File: config.mk
export PLATFORM = sky130hd
export DESIGN_NAME = divisor_sequencial_flat
export DESIGN_NICKNAME = d
export VERILOG_FILES = /design/src/rtl/div_pkg.sv /design/src/rtl/divisor_sequencial_if.sv /design/src/rtl/divisor_passo.sv /design/src/rtl/divisor_sequencial.sv /design/src/flat_wrapper.sv
export SDC_FILE = /design/constraint.sdc
export NUM_CORES = 1
export LEC_CHECK = 0
export ABC_AREA = 0
export BUFFER_PORTS_ARGS = -buffer_cell sky130_fd_sc_hd__buf_2
export CAP_MARGIN = 15
export CORE_AREA = 2 2 105 66
export CTS_CLUSTER_DIAMETER = 100
export DETAILED_ROUTE_END_ITERATION = 8
export DIE_AREA = 0 0 107 68
export PLACE_DENSITY = 0.64
export RECOVER_POWER = 100
export SETUP_SLACK_MARGIN = 0.05
export SYNTH_ARGS = -nofsm -noshare
export SYNTH_HDL_FRONTEND = slang
export SYNTH_SLANG_ARGS = --single-unit
File: constraint.sdc
create_clock -name clk -period 2.04 [get_ports clk]
set_input_delay 0.102 -clock clk [delete_from_list [all_inputs] [get_ports clk]]
set_output_delay 0.102 -clock clk [all_outputs]
set_load 0.02 [all_outputs]
File: src/rtl/div_pkg.sv
// Shared types and constants for the sequential restoring divider.
package div_pkg;

  localparam int LARGURA = 8;
  localparam int N_ITER  = 8;
  localparam int CNT_W   = 4;

  typedef enum logic [1:0] {
    IDLE = 2'd0,
    CALC = 2'd1,
    FIM  = 2'd2
  } estado_t;

endpackage

File: src/rtl/divisor_sequencial_if.sv
// Request/result bundle between the operation path and the divider.
interface divisor_sequencial_if;
  import div_pkg::*;

  logic               start;
  logic               sel_div;
  logic [LARGURA-1:0] A;
  logic [LARGURA-1:0] B;
  logic               busy;
  logic               done;
  logic [LARGURA-1:0] quociente;
  logic [LARGURA-1:0] resto;
  logic               erro_div0;

  modport master (
    output start, sel_div, A, B,
    input  busy, done, quociente, resto, erro_div0
  );

  modport slave (
    input  start, sel_div, A, B,
    output busy, done, quociente, resto, erro_div0
  );

endinterface

File: src/rtl/divisor_passo.sv
// One restoring shift-subtract step on a 9-bit partial remainder.
module divisor_passo
  import div_pkg::*;
(
  input  logic [LARGURA:0]   resto_i,
  input  logic               bit_i,
  input  logic [LARGURA-1:0] b_i,
  output logic [LARGURA:0]   resto_o,
  output logic               q_o
);

  logic [LARGURA:0]   desloc;
  logic [LARGURA+1:0] dif;
  logic               unused_msb;

  // The kept remainder is always below 2^8, so its MSB never carries information.
  assign unused_msb = resto_i[LARGURA];

  always_comb begin
    desloc  = {resto_i[LARGURA-1:0], bit_i};
    dif     = {1'b0, desloc} - {2'b00, b_i};
    q_o     = ~dif[LARGURA+1];
    resto_o = q_o ? dif[LARGURA:0] : desloc;
  end

endmodule

File: src/rtl/divisor_sequencial.sv
// 8-bit sequential restoring divider, one quotient bit per CALC cycle.
// DIVISOR_FLAG_DIV0_EN: B=0 short-circuits to FIM and raises erro_div0.
module divisor_sequencial
  import div_pkg::*;
(
  input  logic                 clk,
  input  logic                 rst,
  divisor_sequencial_if.slave  bus
);

  estado_t            estado_q, estado_d;
  logic [LARGURA-1:0] a_q, a_d;
  logic [LARGURA-1:0] b_q, b_d;
  logic [LARGURA-1:0] quo_q, quo_d;
  logic [LARGURA-1:0] quociente_q, quociente_d;
  logic [LARGURA-1:0] resto_q, resto_d;
  logic [LARGURA:0]   parcial_q, parcial_d, parcial_novo;
  logic [CNT_W-1:0]   cnt_q, cnt_d;
  logic               q_bit;
`ifdef DIVISOR_FLAG_DIV0_EN
  logic               erro_q, erro_d;
`endif

  // a_q shifts left each iteration so its MSB is always the next dividend bit.
  divisor_passo u_passo (
    .resto_i (parcial_q),
    .bit_i   (a_q[LARGURA-1]),
    .b_i     (b_q),
    .resto_o (parcial_novo),
    .q_o     (q_bit)
  );

  always_comb begin
    // NOTE: every _d gets a default first, so no branch can infer a latch.
    estado_d    = estado_q;
    a_d         = a_q;
    b_d         = b_q;
    quo_d       = quo_q;
    quociente_d = quociente_q;
    resto_d     = resto_q;
    parcial_d   = parcial_q;
    cnt_d       = cnt_q;
`ifdef DIVISOR_FLAG_DIV0_EN
    erro_d      = erro_q;
`endif
    case (estado_q)
      IDLE: begin
        if (bus.start && bus.sel_div) begin
          a_d       = bus.A;
          b_d       = bus.B;
          quo_d     = '0;
          parcial_d = '0;
          cnt_d     = '0;
          estado_d  = CALC;
`ifdef DIVISOR_FLAG_DIV0_EN
          erro_d    = 1'b0;
          if (bus.B == '0) begin
            estado_d    = FIM;
            erro_d      = 1'b1;
            quociente_d = '1;
            resto_d     = bus.A;
          end
`endif
        end
      end
      CALC: begin
        a_d       = {a_q[LARGURA-2:0], 1'b0};
        quo_d     = {quo_q[LARGURA-2:0], q_bit};
        parcial_d = parcial_novo;
        cnt_d     = cnt_q + 1'b1;
        if (cnt_q == CNT_W'(N_ITER - 1)) begin
          estado_d    = FIM;
          quociente_d = {quo_q[LARGURA-2:0], q_bit};
          resto_d     = parcial_novo[LARGURA-1:0];
        end
      end
      FIM:     estado_d = IDLE;
      default: estado_d = IDLE;
    endcase
  end

  always_ff @(posedge clk) begin
    // NOTE: non-blocking assignments so every register samples pre-edge values.
    if (rst) begin
      estado_q    <= IDLE;
      a_q         <= '0;
      b_q         <= '0;
      quo_q       <= '0;
      quociente_q <= '0;
      resto_q     <= '0;
      parcial_q   <= '0;
      cnt_q       <= '0;
`ifdef DIVISOR_FLAG_DIV0_EN
      erro_q      <= 1'b0;
`endif
    end else begin
      estado_q    <= estado_d;
      a_q         <= a_d;
      b_q         <= b_d;
      quo_q       <= quo_d;
      quociente_q <= quociente_d;
      resto_q     <= resto_d;
      parcial_q   <= parcial_d;
      cnt_q       <= cnt_d;
`ifdef DIVISOR_FLAG_DIV0_EN
      erro_q      <= erro_d;
`endif
    end
  end

  assign bus.busy      = (estado_q == CALC);
  assign bus.done      = (estado_q == FIM);
  assign bus.quociente = quociente_q;
  assign bus.resto     = resto_q;
`ifdef DIVISOR_FLAG_DIV0_EN
  assign bus.erro_div0 = erro_q;
`else
  assign bus.erro_div0 = 1'b0;
`endif

endmodule

File: src/flat_wrapper.sv
// flat-port wrapper written by rule: the top's interface ports become plain ports
module divisor_sequencial_flat import div_pkg::*;
  (clk, rst, bus_start, bus_sel_div, bus_A, bus_B, bus_busy, bus_done, bus_quociente, bus_resto, bus_erro_div0);
  divisor_sequencial_if bus_i ();
  input  logic clk;
  input  logic rst;
  input wire logic [$bits(bus_i.start)-1:0] bus_start;
  input wire logic [$bits(bus_i.sel_div)-1:0] bus_sel_div;
  input wire logic [$bits(bus_i.A)-1:0] bus_A;
  input wire logic [$bits(bus_i.B)-1:0] bus_B;
  output wire logic [$bits(bus_i.busy)-1:0] bus_busy;
  output wire logic [$bits(bus_i.done)-1:0] bus_done;
  output wire logic [$bits(bus_i.quociente)-1:0] bus_quociente;
  output wire logic [$bits(bus_i.resto)-1:0] bus_resto;
  output wire logic [$bits(bus_i.erro_div0)-1:0] bus_erro_div0;
  assign bus_i.start = bus_start;
  assign bus_i.sel_div = bus_sel_div;
  assign bus_i.A = bus_A;
  assign bus_i.B = bus_B;
  assign bus_busy = bus_i.busy;
  assign bus_done = bus_i.done;
  assign bus_quociente = bus_i.quociente;
  assign bus_resto = bus_i.resto;
  assign bus_erro_div0 = bus_i.erro_div0;
  divisor_sequencial u_core (.clk(clk), .rst(rst), .bus(bus_i));
endmodule
==> key figures <==
Placement
  – HPWL Detailed: 4447 um
  – PortBufs: 37
  – Routability Congestion: roughly 0.95
  – Place WS: -213.6 ps

Critical path
  – Crit path max fanout: 5
  – Worst Path Required: 2240 ps
  – Crit end category: flop
  – CP Launch Type: flop
  – CP Class: flop to flop
  – CP max-delay cell: dfxtp_1
  – Critical path arrival: ~2200 ps
  – Critical-path cell list: inv_1 -> ha_4 -> a21oi_4 -> o221ai_2 -> or2_4 -> buf_2 -> a31oi_1 -> clkbuf_1 -> a211oi_2
  – Reg2reg setup slack: about 60 ps
  – Delay-heaviest family, CP: compound AO/OA/AOI/OAI gates
  – CP peak stage delay: 330 ps
  – CP Buf/Inv Count: 3

Detailed routing
  – Residual DRC: 0
  – Routed Antenna Nets: 0
  – Via Count: 2290
  – First-pass DRT Iterations: 4
  – Routed wire length: about 6400 um
  – Routed len/inst: 14.00 um
  – First DRT Iteration DRCs: 152
  – Post-DR vias/cell: 5.044

Clock network
  – Worst skew pair latency: 310 ps
  – CTS buffer count: 5
  – Reg clk slew, reported paths: 100 ps
  – # H-tree levels: 2
  – CTS tree: built
  – CTS sink count: 53
  – Longest Clk Path Bufs: 2
  – Clock root cell: clkbuf_8

Timing
  – RSZ-0062 raised after global routing: yes
  – Max Transition Viols Final: 0
  – Endpoints failing setup: 0
  – Hold Violations, Final: 0
  – Fmax: around 510 MHz
  – Period utilisation layout: 97.03%
  – Worst-Margin Slew: around 550 ps
  – Relative slew slack: 63.33%
  – Setup Skew: 9.774 ps
  – Min Tclk post-route: 1979 ps
  – Post-route setup slack: 60.58 ps

Worst hold path
  – Hold Path Class: input port to flop

Synth
  – Netlist cell types: 49
  – Synth Flop Type: dfxtp_1
  – Ys Warns: 0
  – Mapped Nets: 340
  – Mapped Cells: 310
  – Mapped cell area: approximately 2500 um^2
  – Synth Register Bits: 53
  – Ys async rst share: 0%
  – Post-Syn Area per Cell: around 8 um^2
  – Post-synth EDFFs: 0
  – Sequential share of the synthesized area: 42.21%

Global routing
  – GR Util All Layers: 17.78%
  – First-pass GRT wire length: 9860 um
  – Pin count of the biggest net entering global routing: 27
  – Initial antenna violation count: 0
  – Grt ovf: 0
  – Vias in the first global route: 1982

Pwr
  – Sw power: 820.2 uW
  – Clock Power Share: 24.8%
  – Switch share: ~32%
  – Max IR drop VDD: 0.0003456 V
  – Comb pwr share: 31.9%
  – Cell Int Power: 1727 uW
  – Sequential Power Share: 43.4%
  – Leakage power figure: 0.001197 uW
  – Cell Pwr Density: 785.7 nW/um^2

Floorplanning
  – Initial Util: 39.17%
  – Core ar.: roughly 6400 um^2
  – Num ports: 39
  – Rows: 23
  – Die width: 107 um
  – Die Area: 7276 um^2
  – Die Span Y: ~70 um

Final layout
  – Area Growth Syn to Fin: 28.97%
  – NumNets Final: 396
  – Final core occ: 50.52%
  – Share of cells above drive strength 1: 27.52%
  – Antenna cells: 0

Status
  – Outcome: finished, final reports clean

Flow run
  – Max-cap viol count: 0
## layout by cell type, fill, tap and decap left out, types with 8 or more instances in the layout
cell / netlist / routed
nand2_1: 59 / 59
dfxtp_1: 53 / 47
nor2_1: 34 / 32
a21oi_1: 31 / 30
buf_4: 2 / 24
clkbuf_1: 9 / 21
buf_2: 1 / 20
o21ai_0: 14 / 12
nand3_1: 12 / 12
inv_1: 14 / 10
nor3_1: 8 / 8
ha_4: 0 / 8
## routing by layer
layer	wire, um	vias up	share of wire (%)	track usage (%)
li1	-	1176	-	-
met5	0	-	0	0
met1	3535	1046	56	28.46
met4	53	0	0.83	4.383
met3	416	7	6.5	3.905
met2	2353	61	37	23.25
## worst reg2reg max path, cell delays in order (launching register included)
cell      delay (ps)
dfxtp_1          330
inv_1             70
ha_4             280
a21oi_4          180
o221ai_2         140
or2_4            280
buf_2            160
a31oi_1          190
clkbuf_1         160
a211oi_2          70
## cells in the mapped netlist (2+ instances only)
library cell | number | share of area [%]
a211oi_1 | 4 | 1.2
a211oi_2 | 4 | 2.0
a21oi_1 | 31 | 6.2
a31oi_1 | 2 | 0.50
buf_1 | 4 | 0.60
buf_4 | 2 | 0.60
buf_6 | 3 | 1.3
clkbuf_1 | 9 | 1.3
dfxtp_1 | 53 | 42
ha_1 | 9 | 4.5
inv_1 | 14 | 2.1
mux2i_1 | 5 | 2.0
nand2_1 | 59 | 8.8
nand2b_1 | 2 | 0.50
nand3_1 | 12 | 2.4
nand4_1 | 2 | 0.50
nor2_1 | 34 | 5.1
nor3_1 | 8 | 1.6
nor3b_1 | 3 | 0.90
nor4_1 | 2 | 0.50
o21ai_0 | 14 | 2.8
o21ai_1 | 5 | 1.0
xor2_1 | 3 | 1.0
## path summary, 6_finish.rpt
path / from / depth (start not counted) / endpoint
worst max-delay path: u_core.b_q[4] / 9 / u_core.bus.resto[5]
worst max register to register: u_core.b_q[4] / 9 / u_core.bus.resto[5]
worst min-delay path: bus_B[1] / 3 / u_core.b_q[1]
worst min register to register: u_core.b_q[7] / 2 / u_core.b_q[7]
## cells by family after synthesis
| group | count (synthesis) | synth area share [%] |
|---|---|---|
| flops | 53 | 42.21 |
| simple gates | 131 | 23.30 |
| xor+xnor | 3 | 1.045 |
| fa+ha+maj | 10 | 5.276 |
| other cells | 1 | 0.1492 |
| compound gates | 73 | 19.41 |
| buf+inv | 33 | 6.171 |
| mux | 6 | 2.439 |
## flip-flops by register name (all words and copies together), names as in the netlist
signal                flops
u_core.estado_q           2
u_core.quo_q              7
u_core.b_q                8
u_core.a_q                8
u_core.parcial_q          8
u_core.bus.quociente      8
u_core.cnt_q              4
u_core.bus.resto          8
## area by class of cell
type / instances / area, um^2
Fill cell: 628 / 3176
Timing Repair Buffer: 68 / 380.4
Multi-Input combinational cell: 224 / 1533
Sequential cell: 53 / 1069
Tap cell: 87 / 108.9
Inverter: 14 / 55.05
Clock inverter: 2 / 13.76
Clock buffer: 6 / 82.58
## metrics by stage
stage	hold WS, ps	setup TNS [ps]	std cells	power [uW]	cell area [um^2]
2_1_floorplan	238.0	0	310	1539	2514
3_3_place_gp	348.1	-1033	444	1767	2923
3_5_place_dp	350.8	-966.9	444	1765	2923
4_1_cts	15.96	0	452	2496	3141
5_1_grt	23.62	-181.2	454	2676	3242
6_report	22.89	0	454	2547	3242
## power groups by stage
stage,combinational (uW),sequential (uW),clock [uW]
floorplan,424,1120,0
CTS,747,1100,649
detailed placement,645,1120,0
global placement,647,1120,0
finish,811,1110,631
global route,877,1110,689
## what timing repair did
action | 4_1_cts | 5_1_grt
gates resized for setup | 20 | 33
endpoints found under the setup margin | 14 | 17
hold buffers | 0 | 0
gates cloned | 0 | 0
pin swaps | 2 | 10
buffers inserted | 0 | 3
(Power assumes the default switching activity.)
